--- src/rtl/sram_rr_arbiter.sv ---
// sram_rr_arbiter
//   Round-robin arbiter that shares one SRAM command port between NUM_REQ requesters.
//   A winner holds the port until it issues a beat with req_last=1. Burst locking keeps
//   multi-beat transfers contiguous on the SRAM side. Every accepted read pushes the
//   issuing requester's index into a small ID FIFO. In-order read data is then steered
//   back to that requester in the same cycle it arrives.
//
// Ports
//   clk, rst          clock, asynchronous active-high reset
//   req_valid/ready   per-requester command handshake
//   req_addr          packed, requester i at [i*ADDR_WIDTH +: ADDR_WIDTH]
//   req_wr_en         per-requester 1=write 0=read
//   req_wr_data       packed, requester i at [i*DATA_WIDTH +: DATA_WIDTH]
//   req_last          final beat of a burst; releases the grant
//   rsp_valid         one-hot read-data valid, rsp_data shared
//   mem_cmd_*         command port towards the SRAM controller
//   mem_rd_valid/data read data return from the SRAM controller, in command order
//   busy              grant held or reads outstanding
//   err               sticky: read data returned with no read outstanding
module sram_rr_arbiter #(
  parameter int unsigned NUM_REQ         = 2,
  parameter int unsigned ADDR_WIDTH      = 18,
  parameter int unsigned DATA_WIDTH      = 16,
  parameter int unsigned MAX_OUTSTANDING = 4
) (
  input  logic                             clk,
  input  logic                             rst,
  input  logic [NUM_REQ-1:0]               req_valid,
  output logic [NUM_REQ-1:0]               req_ready,
  input  logic [NUM_REQ*ADDR_WIDTH-1:0]    req_addr,
  input  logic [NUM_REQ-1:0]               req_wr_en,
  input  logic [NUM_REQ*DATA_WIDTH-1:0]    req_wr_data,
  input  logic [NUM_REQ-1:0]               req_last,
  output logic [NUM_REQ-1:0]               rsp_valid,
  output logic [DATA_WIDTH-1:0]            rsp_data,
  output logic                             mem_cmd_valid,
  input  logic                             mem_cmd_ready,
  output logic [ADDR_WIDTH-1:0]            mem_cmd_addr,
  output logic                             mem_cmd_wr_en,
  output logic [DATA_WIDTH-1:0]            mem_cmd_wr_data,
  input  logic                             mem_rd_valid,
  input  logic [DATA_WIDTH-1:0]            mem_rd_data,
  output logic                             busy,
  output logic                             err
);

  localparam int unsigned IdW  = (NUM_REQ > 1) ? $clog2(NUM_REQ) : 1;
  localparam int unsigned PtrW = (MAX_OUTSTANDING > 1) ? $clog2(MAX_OUTSTANDING) : 1;
  localparam int unsigned CntW = $clog2(MAX_OUTSTANDING) + 1;

  localparam logic [IdW-1:0]  LastGrantRst = IdW'(NUM_REQ - 1);
  localparam logic [PtrW-1:0] PtrMax       = PtrW'(MAX_OUTSTANDING - 1);
  localparam logic [CntW-1:0] CntFull      = CntW'(MAX_OUTSTANDING);

  typedef enum logic [0:0] {StIdle, StLocked} state_e;

  state_e         state_q, state_d;
  logic [IdW-1:0] grant_q, grant_d;
  logic [IdW-1:0] last_grant_q, last_grant_d;

  // Read-ID FIFO
  logic [IdW-1:0]  fifo_mem [MAX_OUTSTANDING];
  logic [PtrW-1:0] wr_ptr_q, wr_ptr_d;
  logic [PtrW-1:0] rd_ptr_q, rd_ptr_d;
  logic [CntW-1:0] count_q, count_d;
  logic            err_q, err_d;

  logic            fifo_full;
  logic            fifo_empty;
  logic            push;
  logic            pop;
  logic [IdW-1:0]  head_id;

  // Fields of the currently granted requester
  logic                  locked;
  logic                  g_valid;
  logic                  g_wr;
  logic                  g_last;
  logic [ADDR_WIDTH-1:0] g_addr;
  logic [DATA_WIDTH-1:0] g_data;
  logic                  beat_acc;

  // Round-robin search result
  logic           arb_found;
  logic [IdW-1:0] arb_idx;

  // ---------------------------------------------------------------------------------------
  // Arbitration: first valid requester scanning upward from last_grant+1, wrapping.
  // ---------------------------------------------------------------------------------------
  always_comb begin
    logic [IdW-1:0] cand;
    arb_found = 1'b0;
    arb_idx   = '0;
    cand      = '0;
    for (int unsigned k = 1; k <= NUM_REQ; k++) begin
      cand = IdW'((32'(last_grant_q) + k) % NUM_REQ);
      if (!arb_found && req_valid[cand]) begin
        arb_found = 1'b1;
        arb_idx   = cand;
      end
    end
  end

  // ---------------------------------------------------------------------------------------
  // Command mux
  // ---------------------------------------------------------------------------------------
  assign locked  = (state_q == StLocked);
  assign g_valid = req_valid[grant_q];
  assign g_wr    = req_wr_en[grant_q];
  assign g_last  = req_last[grant_q];
  assign g_addr  = req_addr[grant_q * ADDR_WIDTH +: ADDR_WIDTH];
  assign g_data  = req_wr_data[grant_q * DATA_WIDTH +: DATA_WIDTH];

  assign fifo_full  = (count_q == CntFull);
  assign fifo_empty = (count_q == '0);

  // Reads stall while the ID FIFO is full; writes never need an ID slot.
  assign mem_cmd_valid   = locked && g_valid && !(!g_wr && fifo_full);
  assign mem_cmd_addr    = locked ? g_addr : '0;
  assign mem_cmd_wr_en   = locked ? g_wr : 1'b0;
  assign mem_cmd_wr_data = locked ? g_data : '0;

  assign beat_acc = mem_cmd_valid && mem_cmd_ready;

  always_comb begin
    req_ready = '0;
    if (beat_acc) begin
      req_ready[grant_q] = 1'b1;
    end
  end

  // ---------------------------------------------------------------------------------------
  // Read-ID FIFO control and response steering
  // ---------------------------------------------------------------------------------------
  // mem_cmd_valid already excludes reads when full, so push never sees a full FIFO.
  assign push    = beat_acc && !g_wr;
  assign pop     = mem_rd_valid && !fifo_empty;
  assign head_id = fifo_mem[rd_ptr_q];

  always_comb begin
    rsp_valid = '0;
    if (pop) begin
      rsp_valid[head_id] = 1'b1;
    end
  end

  assign rsp_data = mem_rd_data;

  always_comb begin
    wr_ptr_d = wr_ptr_q;
    rd_ptr_d = rd_ptr_q;
    count_d  = count_q;
    err_d    = err_q;
    if (push) begin
      wr_ptr_d = (wr_ptr_q == PtrMax) ? '0 : wr_ptr_q + 1'b1;
    end
    if (pop) begin
      rd_ptr_d = (rd_ptr_q == PtrMax) ? '0 : rd_ptr_q + 1'b1;
    end
    unique case ({push, pop})
      2'b10:   count_d = count_q + 1'b1;
      2'b01:   count_d = count_q - 1'b1;
      default: count_d = count_q;
    endcase
    // Data with no matching read is dropped and flagged until reset.
    if (mem_rd_valid && fifo_empty) begin
      err_d = 1'b1;
    end
  end

  // ID storage carries no reset; entries are only read behind a nonzero count.
  always_ff @(posedge clk) begin
    if (push) begin
      fifo_mem[wr_ptr_q] <= grant_q;
    end
  end

  // ---------------------------------------------------------------------------------------
  // Grant FSM
  // ---------------------------------------------------------------------------------------
  always_comb begin
    state_d      = state_q;
    grant_d      = grant_q;
    last_grant_d = last_grant_q;
    unique case (state_q)
      StIdle: begin
        if (arb_found) begin
          grant_d = arb_idx;
          state_d = StLocked;
        end
      end
      StLocked: begin
        // Held until the last beat is accepted, even if req_valid drops mid-burst.
        if (beat_acc && g_last) begin
          last_grant_d = grant_q;
          state_d      = StIdle;
        end
      end
      default: state_d = StIdle;
    endcase
  end

  always_ff @(posedge clk or posedge rst) begin
    if (rst) begin
      state_q      <= StIdle;
      grant_q      <= '0;
      last_grant_q <= LastGrantRst;
      wr_ptr_q     <= '0;
      rd_ptr_q     <= '0;
      count_q      <= '0;
      err_q        <= 1'b0;
    end else begin
      state_q      <= state_d;
      grant_q      <= grant_d;
      last_grant_q <= last_grant_d;
      wr_ptr_q     <= wr_ptr_d;
      rd_ptr_q     <= rd_ptr_d;
      count_q      <= count_d;
      err_q        <= err_d;
    end
  end

  assign busy = locked || !fifo_empty;
  assign err  = err_q;

endmodule

--- config.mk ---
export PLATFORM = sky130hd
export DESIGN_NAME = sram_rr_arbiter
export DESIGN_NICKNAME = d
export VERILOG_FILES = /design/src/rtl/sram_rr_arbiter.sv
export SDC_FILE = /design/constraint.sdc
export NUM_CORES = 1
export LEC_CHECK = 0
export CORE_MARGIN = 10
export CORE_UTILIZATION = 29
export DETAILED_ROUTE_END_ITERATION = 6
export PLACE_DENSITY = 0.79
export SETUP_SLACK_MARGIN = 0.5
export SLEW_MARGIN = 20
export SYNTH_ARGS = -nofsm -noshare
export SYNTH_HDL_FRONTEND = slang
export SYNTH_SLANG_ARGS = --single-unit
--- constraint.sdc ---
create_clock -name clk -period 2.7 [get_ports clk]
set_input_delay 0.27 -clock clk [delete_from_list [all_inputs] [get_ports clk]]
set_output_delay 0.27 -clock clk [all_outputs]
set_load 0.01 [all_outputs]
==> flow_summary.json, run 1 <==
{
  "port_buffers": 119,
  "clk_path_buf_depth": 2,
  "grt_pass1_vias": 1577,
  "p_per_area_nw_per_um2": 818,
  "avgViaCountPerCell": 4.49,
  "relSlewSlack_pct": 71.3,
  "wl_per_cell_um": 16.7,
  "period_needed_ns": 2.13,
  "final_nets": 374,
  "worst_slew_pin_slew_ns": 0.431,
  "internal_power_mw": 1.37,
  "antenna_found_initial": 0,
  "ys.flop_type": "dfrtp_1",
  "layout_common_cells": "clkdlybuf4s50_1 (116), nor2_1 (40), mux2i_1 (35)",
  "switching_share_pct": 39.2,
  "combPwrFrac_pct": 72.9,
  "h-tree-depth": 1,
  "synth_warnings": 0,
  "p_clk_share_pct": 7.8,
  "syn_nets": 267,
  "worstPathMaxFanout": 4,
  "cap_violations": 0,
  "synth_cells": 166,
  "drive_above_1_share_pct": 10.3,
  "start_kind": "flip-flop",
  "arrival_ns": 2.30,
  "drt_wl_total_um": 5670,
  "worstSetupPathType": "flip-flop to flip-flop",
  "cts_root_buffer": "clkbuf_8",
  "avgSynthCellArea_sq_um": 8.89,
  "hold_path.class": "input pin to async pin",
  "place_hpwl_um": 4690,
  "drt_iter0_markers": 42,
  "worst_slack_ns": 0.570,
  "initial_utilization_pct": 30.6,
  "cp-end-kind": "flip-flop",
  "synth_cell_types": 29,
  "vdd_drop_max_uv": 434,
  "cts_tree": "yes",
  "die-area_sq_um": 8340,
  "fillers": 452,
  "finalPower_mw": 2.25,
  "grt_max_degree": 44,
  "setup_viol": 0,
  "rsz0062_at_grt": "true",
  "cts_inserted_buffers": 3,
  "post-place-ws_ns": 0.270,
  "required_ns": 2.87,
  "antenna_cells": 0,
  "final_common_cell": "clkdlybuf4s50_1",
  "p_sw_mw": 0.882,
  "gp_congestion": 0.816,
  "fin_tns_setup_ns": 0,
  "place_area_sq_um": 2650,
  "grt_use_total_pct": 12.9,
  "hold_buffers": 0,
  "pwr-share-seq_pct": 19.3,
  "fin_crit_sh_pct": 78.9,
  "ys_seq_area_share_pct": 26.9,
  "skew_ns": 0.00101,
  "synth-edff-count": 4,
  "clkSinkCount": 15,
  "grt_overflow": 0,
  "clock.fmax_mhz": 469,
  "drc": 0,
  "dr.pass1.iters": 4,
  "core_area_sq_um": 4820,
  "ys_ff_latch": 15,
  "ant_nets": 0,
  "slew_violations": 0,
  "num_vias": 1521,
  "pin_count": 152,
  "hold_violations": 0,
  "leakage_nw": 1.19,
  "grt_pass1_wl_um": 8780,
  "syn_to_final_growth_pct": 86.5,
  "status": "finished clean",
  "clkTransAtPathRegs_ns": 0.05,
  "die_y_um": 91.4,
  "syn_area_sq_um": 1480,
  "async_flop_share_pct": 73.3,
  "stdcell_area_sq_um": 2750,
  "die_x_um": 91.4,
  "clock_latency_ns": 0.24,
  "rows": 25
}
sequential cells by signal (all words and copies together), names as in the netlist:
| register | cells |
|---|---|
| last_grant_q | 1 |
| fifo_mem | 4 |
| count_q | 3 |
| grant_q | 1 |
| rd_ptr_q | 2 |
| locked | 1 |
| err | 1 |
| wr_ptr_q | 2 |
worst paths after layout:
| check | depth (start not counted) | start | slack, ns | end |
|---|---|---|---|---|
| setup / recovery | 10 | grant_q | 0.57 | count_q[2] |
| setup reg to reg | 10 | grant_q | 0.57 | count_q[2] |
| hold / removal | 2 | rst | 0.33 | rd_ptr_q[0] |
| max in group asynchronous | 2 | rst | 2.04 | last_grant_q |
| min in group clk | 1 | err | 0.46 | err |
| hold reg to reg | 1 | err | 0.46 | err |
power groups by stage:
stage	clock (mW)	combinational, mW	sequential [mW]
2_1_floorplan	0	0.913	0.405
3_3_place_gp	0	1.59	0.422
3_5_place_dp	0	1.62	0.426
4_1_cts	0.181	1.63	0.435
5_1_grt	0.194	1.79	0.451
6_report	0.176	1.64	0.434
final cells by class:
type | count | area (sq um) | share of cell area, %
flip-flops and latches | 15 | 399 | 14.5
repair buffers | 126 | 1270 | 46.1
multi-input cells | 117 | 912 | 33.1
repair inverters | 1 | 7.51 | 0.273
clock buffers | 4 | 45.0 | 1.64
inverters | 9 | 37.5 | 1.36
well taps | 67 | 83.8 | 3.04
cell families after synthesis:
group	count (synthesis)	synth area share, %
AOI/OAI and AO/OA	7	4.75
and+or+nand+nor	59	17.1
DFF	15	26.9
xor gates and xnor gates	3	1.78
muxes	41	29.7
adders and majority gates	7	6.44
buffers and inverters	34	13.3
stage by stage:
| step | hold WS [ns] | util [%] | instances |
|---|---|---|---|
| after floorplan | 0.122 | - | 166 |
| after global placement | 0.445 | 55.0 | 331 |
| after detailed placement | 0.451 | 55.0 | 331 |
| after CTS | 0.335 | 56.4 | 336 |
| after global routing | 0.353 | 57.2 | 339 |
| final | 0.326 | 57.2 | 339 |
synth_stat cells, drive strengths merged (2+ instances only):
cell type	number	area, sq um
o21ai	2	10.0
clkbuf	4	15.0
nor2b	2	12.5
nor3	3	15.0
and3	5	31.3
nand3	2	10.0
edfxtp	4	120
a311oi	2	35.0
a21o	2	15.0
ha	6	75.1
and2	2	12.5
dfrtp	10	250
inv	9	33.8
xor2	2	17.5
nor2	40	150
mux2	3	33.8
mux2i	37	383
buf	21	148
nand2	4	15.0
worst max-delay path, stage by stage (launching register included):
cell and delay, ns:
dfrtp_2 0.44, mux2i_4 0.29, a311oi_4 0.14, and2_4 0.17, inv_2 0.06, ha_4 0.13
inv_2 0.04, fa_2 0.35, xor2_1 0.16, nor2_1 0.12, xor2_1 0.15
metal layers:
metal | vias up | share of wire [%] | global-route usage [%]
met5 | - | 0 | 0
met4 | 0 | 0.92 | 2.74
met3 | 6 | 9.3 | 5.10
met2 | 74 | 53 | 23.3
met1 | 687 | 37 | 14.0
li1 | 754 | - | -
timing repair:
action / 4_1_cts / 5_1_grt
gates resized for setup: 7 / 5
setup buffers: 0 / 3
pin swaps: 1 / 0
hold endpoints to repair: 0 / 0
setup endpoints to repair: 38 / 31
gates cloned: 1 / 0
Note: power is estimated with default switching activity, not from simulation.
==> run 2: changes to the inputs <==
CORE_UTILIZATION = 26   (was 29)
PLACE_DENSITY = 0.75   (was 0.79)
clock period = 1.8 ns   (was 2.7 ns; I/O delays follow)
==> run 2 against run 1 <==
  * Die area up 9.0%
  * Total power up 72%
  * Sequential share of layout area down 1.1 points
  * Critical path type unchanged
  * The run now ends with setup timing left
==> flow_summary.json, run 2 (synthesis results as in run 1) <==
{
  "worst_slew_pin_slew_ns": 0.450,
  "finalPower_mw": 3.87,
  "wl_per_cell_um": 16.9,
  "leakage_nw": 1.39,
  "skew_ns": 0.00519,
  "grt_max_degree": 26,
  "core_area_sq_um": 5510,
  "die-area_sq_um": 9090,
  "vdd_drop_max_uv": 606,
  "rows": 27,
  "clkSinkCount": 15,
  "cts_root_buffer": "clkbuf_8",
  "cts_tree": "yes",
  "p_per_area_nw_per_um2": 1300,
  "arrival_ns": 2.26,
  "ant_nets": 0,
  "syn_to_final_growth_pct": 101,
  "grt_use_total_pct": 12.7,
  "setup_viol": 17,
  "timing.hold.ws_ns": 0.236,
  "die_y_um": 95.4,
  "layout_common_cells": "clkdlybuf4s50_1 (77), nor2_1 (38), mux2i_1 (33)",
  "regMostFlops": "fifo_mem",
  "worst_slack_ns": -0.293,
  "final_common_cell": "clkdlybuf4s50_1",
  "gp_congestion": 0.786,
  "relSlewSlack_pct": 70.0,
  "antenna_found_initial": 0,
  "clock_latency_ns": 0.25,
  "rsz0062_at_grt": "true",
  "required_ns": 1.97,
  "final_nets": 402,
  "pin_count": 152,
  "status": "finished with violations",
  "period_needed_ns": 2.09,
  "grt_pass1_vias": 1814,
  "dr.pass1.iters": 4,
  "drc": 0,
  "hold_violations": 0,
  "h-tree-depth": 1,
  "drt_iter0_markers": 45,
  "cpPeakStageDelay_ns": 0.44,
  "start_kind": "flip-flop",
  "antenna_cells": 0,
  "violations": "setup timing",
  "clock.fmax_mhz": 478,
  "worstPathMaxFanout": 3,
  "hold_path.class": "input pin to async pin",
  "drt_wl_total_um": 6280,
  "die_x_um": 95.4,
  "clkTransAtPathRegs_ns": 0.06,
  "largest_reg_flops": 4,
  "cap_violations": 0,
  "place_hpwl_um": 4830,
  "drive_above_1_share_pct": 35.7,
  "worstSetupPathType": "flip-flop to flip-flop",
  "avgViaCountPerCell": 4.43,
  "port_buffers": 119,
  "hold_buffers": 0,
  "cp_cell_sequence": "mux2i_4 -> a311oi_4 -> and2_4 -> inv_2 -> ha_4 -> inv_2 -> fa_2 -> xor2_1 -> nor2_1 -> xor2_1",
  "fillers": 530,
  "cp-end-kind": "flip-flop",
  "num_vias": 1649,
  "top_regs": "fifo_mem (4), count_q (3)",
  "fin_crit_sh_pct": 116,
  "cts_inserted_buffers": 3,
  "crit_slowest_cell": "dfrtp_2",
  "clk_path_buf_depth": 2,
  "slew_violations": 0,
  "grt_overflow": 0,
  "initial_utilization_pct": 26.8,
  "grt_pass1_wl_um": 9110
}
-- run 2: cell count changes in the layout (fill, tap and decap cells not counted), sizes merged --
cell / previous run / this run
buf: 7 / 69
clkbuf: 4 / 10
clkdlybuf4s50: 116 / 77
clkinv: 0 / 1
clkinvlp: 2 / 1
dlymetal6s2s: 1 / 0
-- run 2: final cells by class --
| type | instances | area, sq um | share of cell area (%) |
|---|---|---|---|
| clock inverters | 1 | 5.00 | 0.168 |
| inverters | 9 | 37.5 | 1.26 |
| clock buffers | 3 | 41.3 | 1.39 |
| well taps | 72 | 90.1 | 3.03 |
| flip-flops and latches | 15 | 398 | 13.4 |
| repair buffers | 155 | 1420 | 47.7 |
| multi-input cells | 117 | 982 | 33.1 |
-- run 2: per-layer routing --
layer | global-route usage [%] | wire, um
met3 | 5.89 | 653
met5 | 0 | 0
met4 | 2.74 | 83
met1 | 12.3 | 2070
met2 | 23.9 | 3470
-- run 2: through the flow --
step | instances | TNS, ns | util (%) | area, sq um | worst slack, ns
after floorplan | 166 | -0.735 | - | 1520 | -0.419
after global placement | 348 | -6.44 | 50.1 | 2760 | -0.412
after detailed placement | 348 | -7.21 | 50.1 | 2760 | -0.505
after CTS | 363 | -2.74 | 53.5 | 2950 | -0.314
after global routing | 372 | -4.44 | 54.0 | 2970 | -0.382
final | 372 | -1.78 | 54.0 | 2970 | -0.293
-- run 2: final timing paths --
kind | depth (start not counted) | start | slack [ns] | endpoint
worst max-delay path | 10 | grant_q | -0.29 | count_q[2]
worst min-delay path | 2 | rst | 0.24 | locked
worst max register to register | 10 | grant_q | -0.29 | count_q[2]
worst min register to register | 1 | err | 0.48 | err
max in group asynchronous | 2 | rst | 1.23 | last_grant_q
min in group clk | 0 | mem_rd_data[13] | 0.36 | rsp_data[13]
-- run 2: repair_timing --
action                     CTS  global route
setup endpoints to repair   55            55
gates resized for setup     66           128
cloned                       2             1
setup buffers                9             8
pin swaps                   10             8
-- run 2: critical path, delay by kind of cell, from the launching register on --
| kind | cells | cell delay [ns] |
|---|---|---|
| buffers and inverters | 2 | 0.10 |
| AOI/OAI and AO/OA | 1 | 0.12 |
| xor gates and xnor gates | 2 | 0.29 |
| muxes | 1 | 0.29 |
| DFF | 1 | 0.44 |
| adders and majority gates | 2 | 0.47 |
| and+or+nand+nor | 2 | 0.30 |
-- run 2: power breakdown --
part / internal, mW / leakage, nW / switching, mW / total (mW)
logic: 1.66 / 1.20 / 1.30 / 2.96
clock network: 0.153 / 0.0255 / 0.118 / 0.272
registers: 0.506 / 0.160 / 0.128 / 0.633
total: 2.32 / 1.39 / 1.55 / 3.87
==> run 3: changes to the inputs <==
ABC_AREA = 1   (was not set)
CORE_UTILIZATION = 27   (was 26)
PLACE_DENSITY = 0.77   (was 0.75)
==> run 3 against run 2 <==
  * The flow still finishes with violations (setup timing)
  * Sequential cell count is the same
  * Setup slack gained 0.28 ns
  * Design area grew 9.3%
  * Largest power group unchanged
  * Maximum frequency grew 15%
  * Largest cell class unchanged
  * Critical path type unchanged
  * Global-route usage grew 1.6 points
==> flow_summary.json, run 3 <==
{
  "worst_slew_pin_slew_ns": 0.451,
  "cap_violations": 0,
  "ant_nets": 0,
  "wl_per_cell_um": 16.3,
  "dr.pass1.iters": 4,
  "core_area_sq_um": 5440,
  "synth-edff-count": 4,
  "multi_input_area_sq_um": 1210,
  "drive_above_1_share_pct": 42.1,
  "worstPathMaxFanout": 3,
  "clkSinkCount": 15,
  "skew_ns": 0.00213,
  "critPathTopFamily": "adder cells",
  "yosysTopAreaCell": "nor2_1",
  "dpl.cell_count": 420,
  "cp_cell_sequence": "inv_4 -> nand2_2 -> nand3_4 -> inv_2 -> nand4_4 -> ha_4 -> inv_4 -> fa_2 -> a21oi_2 -> o21ai_1 -> xor2_1",
  "layout_common_cells": "clkdlybuf4s50_1 (77), nor2_4 (36), buf_2 (36)",
  "ys_ff_latch": 15,
  "largest_reg_flops": 4,
  "slew_violations": 0,
  "synth_common_cells": "nor2_1 (80), o21ai_0 (39), nand2_1 (24)",
  "vdd_drop_max_uv": 926,
  "synth_top_area_share_pct": 20.1,
  "synthTopCellsByArea": "nor2_1 (20%), dfrtp_1 (17%), o21ai_0 (13%)",
  "worst_slack_ns": -0.0124,
  "cp_num_buf_inv": 3,
  "ys_seq_area_share_pct": 26.6,
  "arrival_ns": 1.94,
  "clock_latency_ns": 0.25,
  "worstSetupPathType": "flip-flop to flip-flop",
  "place_hpwl_um": 5400,
  "fin_crit_sh_pct": 101,
  "fin_tns_setup_ns": -0.0124,
  "die_y_um": 94.4,
  "final_nets": 470,
  "regMostFlops": "fifo_mem",
  "rows": 27,
  "die-area_sq_um": 8900,
  "clock.fmax_mhz": 552,
  "cts_inserted_buffers": 3,
  "syn_to_final_growth_pct": 118,
  "yosysMostFrequentCell": "nor2_1",
  "place_area_sq_um": 2810,
  "synth_cells": 236,
  "avgViaCountPerCell": 4.50,
  "async_flop_share_pct": 73.3,
  "synth_warnings": 0,
  "h-tree-depth": 1,
  "drt_wl_total_um": 7190,
  "cts_root_buffer": "clkbuf_8",
  "start_kind": "flip-flop",
  "required_ns": 1.93,
  "grt_max_degree": 37,
  "clk_path_buf_depth": 2,
  "layout.cells.non_filler": 440,
  "crit_top_cell": "inv_4",
  "avgSynthCellArea_sq_um": 6.32,
  "clkTransAtPathRegs_ns": 0.06,
  "cpPeakStageDelay_ns": 0.45,
  "cp-end-kind": "flip-flop",
  "crit_slowest_cell": "dfrtp_2",
  "grt_use_total_pct": 14.3,
  "hold_path.class": "input pin to async pin",
  "grt_overflow": 0,
  "leakage_nw": 1.40,
  "rsz0062_at_grt": "true",
  "drc": 0,
  "period_needed_ns": 1.81,
  "gp_congestion": 0.820,
  "hold_violations": 0,
  "regArea_sq_um": 398,
  "status": "finished with violations",
  "p_per_area_nw_per_um2": 1420,
  "ys.flop_type": "dfrtp_1",
  "fillers": 485,
  "setup_viol": 1,
  "stdcell_area_sq_um": 3250,
  "syn_nets": 337,
  "grt_pass1_vias": 1994,
  "antenna_found_initial": 0,
  "syn_area_sq_um": 1490,
  "drt_iter0_markers": 89,
  "hold_buffers": 0,
  "final_common_cell": "clkdlybuf4s50_1",
  "pin_count": 152,
  "die_x_um": 94.4,
  "top_regs": "fifo_mem (4), count_q (3)",
  "num_vias": 1980,
  "grt_pass1_wl_um": 10300,
  "initial_utilization_pct": 27.4,
  "port_buffers": 119,
  "synth_cell_types": 26,
  "antenna_cells": 0,
  "cts_tree": "yes",
  "relSlewSlack_pct": 69.9,
  "violations": "setup timing"
}
## run 3: timing repair
action                     CTS  global route
gates resized for setup    155           130
buffers inserted             9             6
setup endpoints to repair   54            54
gates cloned                 1             0
pin swaps                    7             3
## run 3: cell families (layout without fill, tap and decap cells)
kind of cell / Yosys count / in the layout / share of synthesized area [%]
flip-flops: 15 / 15 / 26.6
adder cells (fa/ha/maj): 7 / 7 / 6.37
buffers and inverters: 49 / 181 / 17.3
XOR/XNOR: 2 / 2 / 1.17
AND/OR/NAND/NOR: 119 / 119 / 33.5
AO/OA/AOI/OAI: 44 / 44 / 15.1
## run 3: power breakdown
| part | internal [mW] | switching (mW) | total, mW |
|---|---|---|---|
| clock network | 0.157 | 0.123 | 0.280 |
| registers | 0.496 | 0.133 | 0.629 |
| logic | 1.76 | 1.96 | 3.72 |
| total | 2.41 | 2.21 | 4.62 |
## run 3: metrics by stage
stage	hold slack [ns]	setup slack, ns	util [%]	total power [mW]
after floorplan	0.0317	-0.0243	-	2.12
after global placement	0.360	-0.192	51.7	3.70
after detailed placement	0.360	-0.206	51.7	3.74
after CTS	0.270	-0.00765	55.8	4.27
after global routing	0.292	-0.104	59.7	5.00
final	0.245	-0.0124	59.7	4.62
## run 3: worst paths after layout
check | from | end | slack [ns] | depth (start not counted)
worst min register to register | last_grant_q | last_grant_q | 0.46 | 2
worst min-delay path | rst | rd_ptr_q[0] | 0.25 | 2
min in group clk | mem_rd_data[1] | rsp_data[1] | 0.36 | 0
worst max-delay path | grant_q | count_q[2] | -0.01 | 11
worst max register to register | grant_q | count_q[2] | -0.01 | 11
max in group asynchronous | rst | last_grant_q | 1.22 | 2
## run 3: worst register-to-register path: cells and delay by family, from the launching register on
kind            cells  cell delay (ns)
xor+xnor            1             0.14
compound gates      2             0.19
simple gates        3             0.25
fa+ha+maj           2             0.49
buf+inv             3             0.18
flops               1             0.45
## run 3: cell type report
cell class / instances / share of cell area, %
Timing Repair Buffer: 156 / 43.7
Multi-Input combinational cell: 172 / 37.2
Sequential cell: 15 / 12.2
Tap cell: 72 / 2.77
Inverter: 21 / 2.66
Clock buffer: 4 / 1.39
## run 3: metal layers
metal	global-route usage (%)	part of all wire (%)	vias up
li1	-	-	996
met1	14.4	34	893
met2	26.4	55	85
met3	6.90	11	6
met4	2.78	0.64	0
met5	0	0	-
